**config.mk**
```make
export PLATFORM = sky130hd
export DESIGN_NAME = vliw_packet_loader
export DESIGN_NICKNAME = d
export VERILOG_FILES = /design/src/rtl/vliw_packet_loader.sv
export SDC_FILE = /design/constraint.sdc
export NUM_CORES = 2
export LEC_CHECK = 0
export ABC_AREA = 1
export CORE_MARGIN = 3
export CORE_UTILIZATION = 52
export DETAILED_ROUTE_END_ITERATION = 10
export GPL_ROUTABILITY_DRIVEN = 0
export PLACE_DENSITY_LB_ADDON = 0.15
export SLEW_MARGIN = 5
export SYNTH_ARGS = -nofsm -noshare
export SYNTH_HDL_FRONTEND = slang
export SYNTH_SLANG_ARGS = --single-unit
```
**constraint.sdc**
```tcl
create_clock -name clk -period 2.7 [get_ports clk]
set_clock_uncertainty 0.05 [all_clocks]
set_input_delay 0.675 -clock clk [delete_from_list [all_inputs] [get_ports clk]]
set_output_delay 0.675 -clock clk [all_outputs]
set_load 0.005 [all_outputs]
```
**src/rtl/vliw_packet_loader.sv**
```systemverilog
// Packs a stream of 32-bit slot instructions into SLOTS-wide issue packets and
// writes them to instruction memory. Optional opcode check via PKT_SLOT_CHECK_EN.
module vliw_packet_loader #(
  parameter int INST_MEM_SIZE = 1024,
  parameter int SLOTS         = 10,
  parameter int ADDR_W        = 10
) (
  input  logic                  clk,
  input  logic                  rst,
  input  logic                  start,
  input  logic [ADDR_W-1:0]     base_addr,
  input  logic                  in_valid,
  output logic                  in_ready,
  input  logic [31:0]           in_word,
  input  logic                  in_last,
  output logic                  wr_en,
  output logic [ADDR_W-1:0]     wr_addr,
  output logic [32*SLOTS-1:0]   wr_data,
  output logic                  busy,
  output logic                  done,
  output logic [ADDR_W:0]       pkt_count,
  output logic                  overflow
`ifdef PKT_SLOT_CHECK_EN
  ,
  output logic                  slot_err
`endif
);

  localparam int IDX_W = $clog2(SLOTS);

  typedef enum logic [1:0] {S_IDLE, S_COLLECT, S_WRITE, S_DONE} state_t;

  state_t                  state;
  logic [SLOTS-1:0][31:0]  buffer;
  logic [SLOTS-1:0][31:0]  buf_nxt;
  logic [IDX_W-1:0]        idx;
  logic                    last_q;
  logic                    accept;
  logic                    closing;
  logic                    slot_bad;
  logic [31:0]             word_eff;

  assign accept  = (state == S_COLLECT) && in_valid && in_ready;
  assign closing = accept && ((idx == IDX_W'(SLOTS-1)) || in_last);

  // Memory slots (LDR/STR/MOV) only accept NOP or their own opcode.
  always_comb begin
    slot_bad = 1'b0;
`ifdef PKT_SLOT_CHECK_EN
    if (idx == IDX_W'(7)) slot_bad = (in_word[31:27] != 5'b00000) && (in_word[31:27] != 5'b10010);
    if (idx == IDX_W'(8)) slot_bad = (in_word[31:27] != 5'b00000) && (in_word[31:27] != 5'b10011);
    if (idx == IDX_W'(9)) slot_bad = (in_word[31:27] != 5'b00000) && (in_word[31:27] != 5'b10100);
`endif
    word_eff = slot_bad ? 32'h0 : in_word;
  end

  // Slot 0 lives in the most significant word of the packet.
  always_comb begin
    buf_nxt = buffer;
    for (int s = 0; s < SLOTS; s++)
      if (idx == IDX_W'(s)) buf_nxt[SLOTS-1-s] = word_eff;
  end

  always_ff @(posedge clk) begin
    if (rst) begin
      state     <= S_IDLE;
      in_ready  <= 1'b0;
      wr_en     <= 1'b0;
      busy      <= 1'b0;
      done      <= 1'b0;
      overflow  <= 1'b0;
      wr_addr   <= '0;
      wr_data   <= '0;
      pkt_count <= '0;
      idx       <= '0;
      buffer    <= '0;
      last_q    <= 1'b0;
`ifdef PKT_SLOT_CHECK_EN
      slot_err  <= 1'b0;
`endif
    end else begin
      wr_en <= 1'b0;
      case (state)
        S_IDLE, S_DONE: begin
          if (start) begin
            state     <= S_COLLECT;
            in_ready  <= 1'b1;
            busy      <= 1'b1;
            done      <= 1'b0;
            wr_addr   <= base_addr;
            pkt_count <= '0;
            overflow  <= 1'b0;
            idx       <= '0;
            buffer    <= '0;
`ifdef PKT_SLOT_CHECK_EN
            slot_err  <= 1'b0;
`endif
          end
        end
        S_COLLECT: begin
          if (accept) begin
`ifdef PKT_SLOT_CHECK_EN
            if (slot_bad) slot_err <= 1'b1;
`endif
            if (closing) begin
              state    <= S_WRITE;
              in_ready <= 1'b0;
              wr_en    <= 1'b1;
              wr_data  <= buf_nxt;
              last_q   <= in_last;
            end else begin
              buffer <= buf_nxt;
              idx    <= idx + IDX_W'(1);
            end
          end
        end
        S_WRITE: begin
          pkt_count <= pkt_count + (ADDR_W+1)'(1);
          buffer    <= '0;
          idx       <= '0;
          if (wr_addr == ADDR_W'(INST_MEM_SIZE-1)) begin
            wr_addr  <= '0;
            overflow <= 1'b1;
          end else begin
            wr_addr <= wr_addr + ADDR_W'(1);
          end
          if (last_q) begin
            state <= S_DONE;
            done  <= 1'b1;
            busy  <= 1'b0;
          end else begin
            state    <= S_COLLECT;
            in_ready <= 1'b1;
          end
        end
        default: state <= S_IDLE;
      endcase
    end
  end

endmodule

```
## After elaboration in Yosys (flattened, before gate mapping)

Cells that the tools add are included.

| storage, ports and cells | value |
|---|---|
| bits in registers | 673 |
| output and inout bits | 346 |
| logic and storage cells | 103 |
| bits of input ports | 47 |

| operators by class | value |
|---|---|
| $add $sub $neg | 3 |
| reduce and logical (&&, ||, !) cells | 16 |
| multiplexer cells | 41 |
| bitwise logic cells | 2 |
| equal/unequal tests | 20 |

Operators with widths:

| kind | number |
|---|---|
| two-way mux 320 bit | 3 |
| case mux 320 bit (3 select lines) | 1 |
| two-way mux 32 bit | 10 |
| case mux 11 bit (2 select lines) | 1 |
| two-way mux 10 bit | 2 |
| case mux 10 bit (2 select lines) | 1 |
| equality test 4 x 3 -> 1 bit, second input constant | 4 |
| AND reduction 3 bit | 5 |
| != test 2 bit, second input constant | 7 |
| two-way mux 4 bit | 3 |
| case mux 4 bit (3 select lines) | 1 |
| adder 11 x 1 -> 11 bit, second input constant | 1 |
| two-way mux 11 bit | 1 |
| adder 10 x 1 -> 10 bit, second input constant | 1 |
| equality test 10 bit, second input constant | 1 |
| two-way mux 1 bit | 9 |
| equality test 4 x 2 -> 1 bit, second input constant | 2 |
| equality test 4 bit, second input constant | 2 |
| two-way mux 2 bit | 4 |
| case mux 1 bit (2 select lines) | 3 |
| case mux 2 bit (3 select lines) | 1 |
| adder 4 x 1 -> 4 bit, second input constant | 1 |
| equality test 2 bit, second input constant | 2 |
| equality test 4 x 1 -> 1 bit, second input constant | 1 |
| 12 further kinds | 15 |

## Longest topological paths before layout

| depth | value |
|---|---|
| depth after elaboration | 7 |
| mapped depth | 11 |
| gate-level depth less buffers | 10 |

## Worst setup path before layout

Ideal clock, no wire load.

| timing | value |
|---|---|
| path kind | input to register |
| from | in rst |
| to | reg buffer[0] (netlist name) |
| setup time | 132 ps |
| setup slack | 842 ps |
| required time | 2518 ps |
| path buffers | 4 |
| stages on the path | 5 |
| arrival | 1676 ps |
| cells stage by stage | buf_2 > clkbuf_1 > clkbuf_1 > clkbuf_1 > a21oi_1 |

RTL lines:

| what | RTL line | text |
|---|---|---|
| start, declared | 9 | `input logic rst,` |
| end signal, assigned | 112 | `buffer <= buf_nxt;` |
| end, declared | 34 | `logic [SLOTS-1:0][31:0] buffer;` |

No word-level cell between the ends.

## Final worst setup path

| timing | value |
|---|---|
| from | reg idx[0] |
| to | reg buffer[138] (netlist name) |

| on the way | value |
|---|---|
| cells in the longest elaborated chain, start to end | 5 |
| elaborated cells between the ends (all ways) | 10 |
| classes of those cells | 3 x eq/ne; 4 x mux; 3 x reduce/logical |

Ends and longest elaborated chain:

| what | RTL line | text |
|---|---|---|
| start, declared | 36 | `logic [IDX_W-1:0] idx;` |
| start signal, assigned | 113 | `idx <= idx + IDX_W'(1);` |
| equality test 4 x 3 -> 1 bit / equality test 4 bit (equally long branches) | 61, 44 |  |
| two-way mux 32 bit / logical OR 1 bit (equally long branches) | 61, 44 |  |
| two-way mux 320 bit / logical AND 1 bit (equally long branches) | 105, 44 |  |
| two-way mux 320 bit / != test 2 bit (equally long branches) | -- |  |
| case mux 320 bit (3 select lines) / AND reduction 3 bit (equally long branches) | -- |  |

Parallel ways exist; a longest one is shown, timed or not. The select of a mux whose other input is x is not followed.
A chain may end at the register's enable or synchronous reset.

==> metrics.md <==
| Metric | Value |
|---|---|
| CP endpoint kind | flop |
| DRC marker count from the first detailed-route iteration | 2,565 |
| Worst hold start | buffer[136] |
| Total negative slack | 0 ns |
| RSZ-0062 raised after global routing | false |
| Syn Inst Count | 4,158 |
| Fin util | 65.1% |
| Vias in the first global route | 24.5k |
| Async SR Flop Fraction | 0% |
| Final worst-path cycle share | 86.8% |
| Ys flop type | dfxtp_1 |
| Final hold vios | 0 |
| Number of library cell types mapped by synthesis | 29 |
| Count of input and output buffers | 392 |
| EDFF count, synth | 0 |
| P&R area growth vs syn | 23.4% |
| Avg Vias per Cell | 5.24 |
| WL final | 92,300 microns |
| Post-synth design cell area | 30,500 sq um |
| CTS Buffer Depth | 3 |
| Final worst path period need | 2.34 ns |
| Root Driver | clkbuf_16 |
| Tot Pwr | 0.0231 W |
| DIE HEIGHT | 248 microns |
| Gr ovfl total | 0 |
| WS Path Type | reg -> reg |
| CP required | 3.14 ns |
| CP Launch Type | flop |
| Hold Path Class | reg -> reg |
| Peak supply drop | 0.000430 V |
| Ys Warns | 0 |
| Pwr Density | 614 nW/um^2 |
| Hold Path End | buffer[136] |
| Critical R2R Launch | idx[0] |
| Worst-path clk slew | 0.06 ns |
| Routed via count | 27.4k |
| Site row count | 88 |
| Global routing usage on met3 | 6.08% |
| Syn nets | 4,213 |
| DP HPWL | 59,000 microns |
| Final worst slack | 0.356 ns |
| Final Max Tran Viols | 0 |
| Sequential fraction of the synthesis area | 44.2% |
| Leakage power | 13.6 nW |
| Pre-CTS setup slack | 0.137 ns |
| Routed Antenna Nets | 0 |
| Worst R2R End | buffer[138] |
| DR pass1 iterations | 6 |
| Reg2Reg Depth | 7 |
| Tot GR Track Use | 29.1% |
| Syn_area_per_cell | 7.33 sq um |
| Inserted Clock Buffers | 71 |
| CTS H-Tree Depth | 3 |
| Core footprint | 57,800 sq um |
| Clk_lat worst skew | 0.60 ns |
| DRC Markers | 0 |
| Max_cap viols | 0 |
| # clock sinks | 673 |
| Setup slack, reg-to-reg | 0.36 ns |
| Tightest Pin Transition | 0.742 ns |
| TritonCTS clock tree | done |
| # placed instances | 5,112 |
| Die width | 248 microns |
| Die ar. | 61,600 sq um |
| Routing usage on met1 | 39.4% |
| CP Max Fanout | 36 |
| Final net count | 4,475 |
| CP arrival | 2.78 ns |
| Largest net degree at the start of global routing | 85 |
| M2 GR Usage | 45.8% |
| Share of cells above drive strength 1 | 11.4% |
| First-pass GRT wire length | 140,000 microns |
| Cells on Worst Hold Path | 2 |
| Fillers | 5,052 |
| N_diodes | 0 |
| IO Pins | 393 |
| Outcome | finished, final reports clean |
| Final setup fails | 0 |
| Post-cts resize count | 0 |
| Post-CTS Hold Buffers | 0 |
| Max-slew headroom | 50.4% |
| Synthesized flop and latch total | 673 |
| Crit path launch | idx[0] |
| DR WL/cell | 17.6 microns |
| Initial core utilization | 52.7% |
| Global route hottest layer | met2 |
| Post-CTS setup buffers | 0 |
| Non-filler cells, final | 5,231 |
| Antenna violations before repair | 10 |
| Max Clock Freq | 0.427 GHz |
## cells in the mapped netlist (2+ instances only)
cell / number / area (sq um)
inv_1: 358 / 1340
nor3_1: 3 / 15.0
nand2_1: 1032 / 3870
nand4_1: 12 / 75.1
o21ai_1: 81 / 405
buf_1: 16 / 60.1
dfxtp_1: 673 / 13500
nor2_1: 678 / 2540
nor2_4: 2 / 22.5
buf_6: 3 / 33.8
nand2_2: 5 / 31.3
clkbuf_1: 178 / 668
a21oi_1: 343 / 1720
o21ai_0: 250 / 1250
a211oi_1: 71 / 533
buf_4: 67 / 503
buf_2: 86 / 430
nand3_2: 8 / 80.1
a211oi_2: 250 / 3130
inv_2: 2 / 7.51
ha_1: 8 / 100
nand3_1: 21 / 105
xor2_1: 3 / 26.3
a31oi_1: 3 / 18.8
## placed cells by master (no fill, tap or decap), drive strengths merged
cell           count
o21bai             1
xnor2              1
nand3             29
inv              360
ha                 8
a31oi              3
xor2               3
nor2             680
buf              148
a21oi            344
clkdlybuf4s50    391
a211oi           321
nand4             12
clkinv             7
clkbuf           113
dfxtp            673
o21ai            331
o32ai              1
nand2           1037
nor3               3
## worst max-delay path, cell delays in order (launching register included)
cell	delay, ns
dfxtp_1	0.42
ha_1	0.30
nand3_2	0.51
buf_12	0.39
o21ai_0	0.35
nor2_1	0.08
nand2_1	0.07
a21oi_1	0.05
## cell type report
cell class / instances / area [sq um] / area share (%)
flip-flops and latches: 673 / 13500 / 35.8
inverters: 361 / 1360 / 3.62
well taps: 765 / 957 / 2.54
repair buffers: 539 / 5720 / 15.2
clock inverters: 6 / 30.0 / 0.0798
multi-input cells: 2774 / 14000 / 37.1
clock buffers: 113 / 2110 / 5.60
## worst max path at each step
stage / end / slack, ns / cells past startpoint
final: buffer[138] / 0.36 / 7
after global routing: buffer[158] / 0.15 / 6
after CTS: wr_addr[2] / 0.35 / 1
after detailed placement: wr_data[73] / 0.14 / 7
after global placement: wr_data[188] / 0.19 / 7
after floorplan: buffer[0] / 0.84 / 5
## cell families after synthesis
| family | after synthesis | share of synthesized area [%] |
|---|---|---|
| AND/OR/NAND/NOR | 1761 | 22.1 |
| AO/OA/AOI/OAI | 1001 | 23.2 |
| buffers and inverters | 711 | 10.0 |
| flip-flops | 673 | 44.2 |
| adder cells (fa/ha/maj) | 8 | 0.328 |
| XOR/XNOR | 4 | 0.115 |
## through the flow
step	hold WS, ns	area, sq um
after global placement	0.399	35500
after global routing	0.423	37600
after floorplan	0.394	30500
final	0.411	37600
after detailed placement	0.403	35500
after CTS	0.408	37600
## layer usage
layer  vias to the layer above  wire length [microns]
met4                         0                   3120
met1                     12500                  39300
met2                       906                  41600
li1                      13800                      -
met5                         -                      0
met3                       165                   8330
## where the power goes
group,switching (W),internal [W],total [W]
clock network,0.00392,0.00531,0.00923
registers,0.000151,0.0102,0.0103
logic,0.00235,0.00121,0.00356
## flip-flops by register name, indices dropped and copies added, names as in the netlist
name / flops
pkt_count: 11
buffer: 320
last_q: 1
wr_data: 320
done: 1
busy: 1
state: 2
idx: 4
overflow: 1
wr_addr: 10
wr_en: 1
in_ready: 1
(Power assumes the default switching activity.)
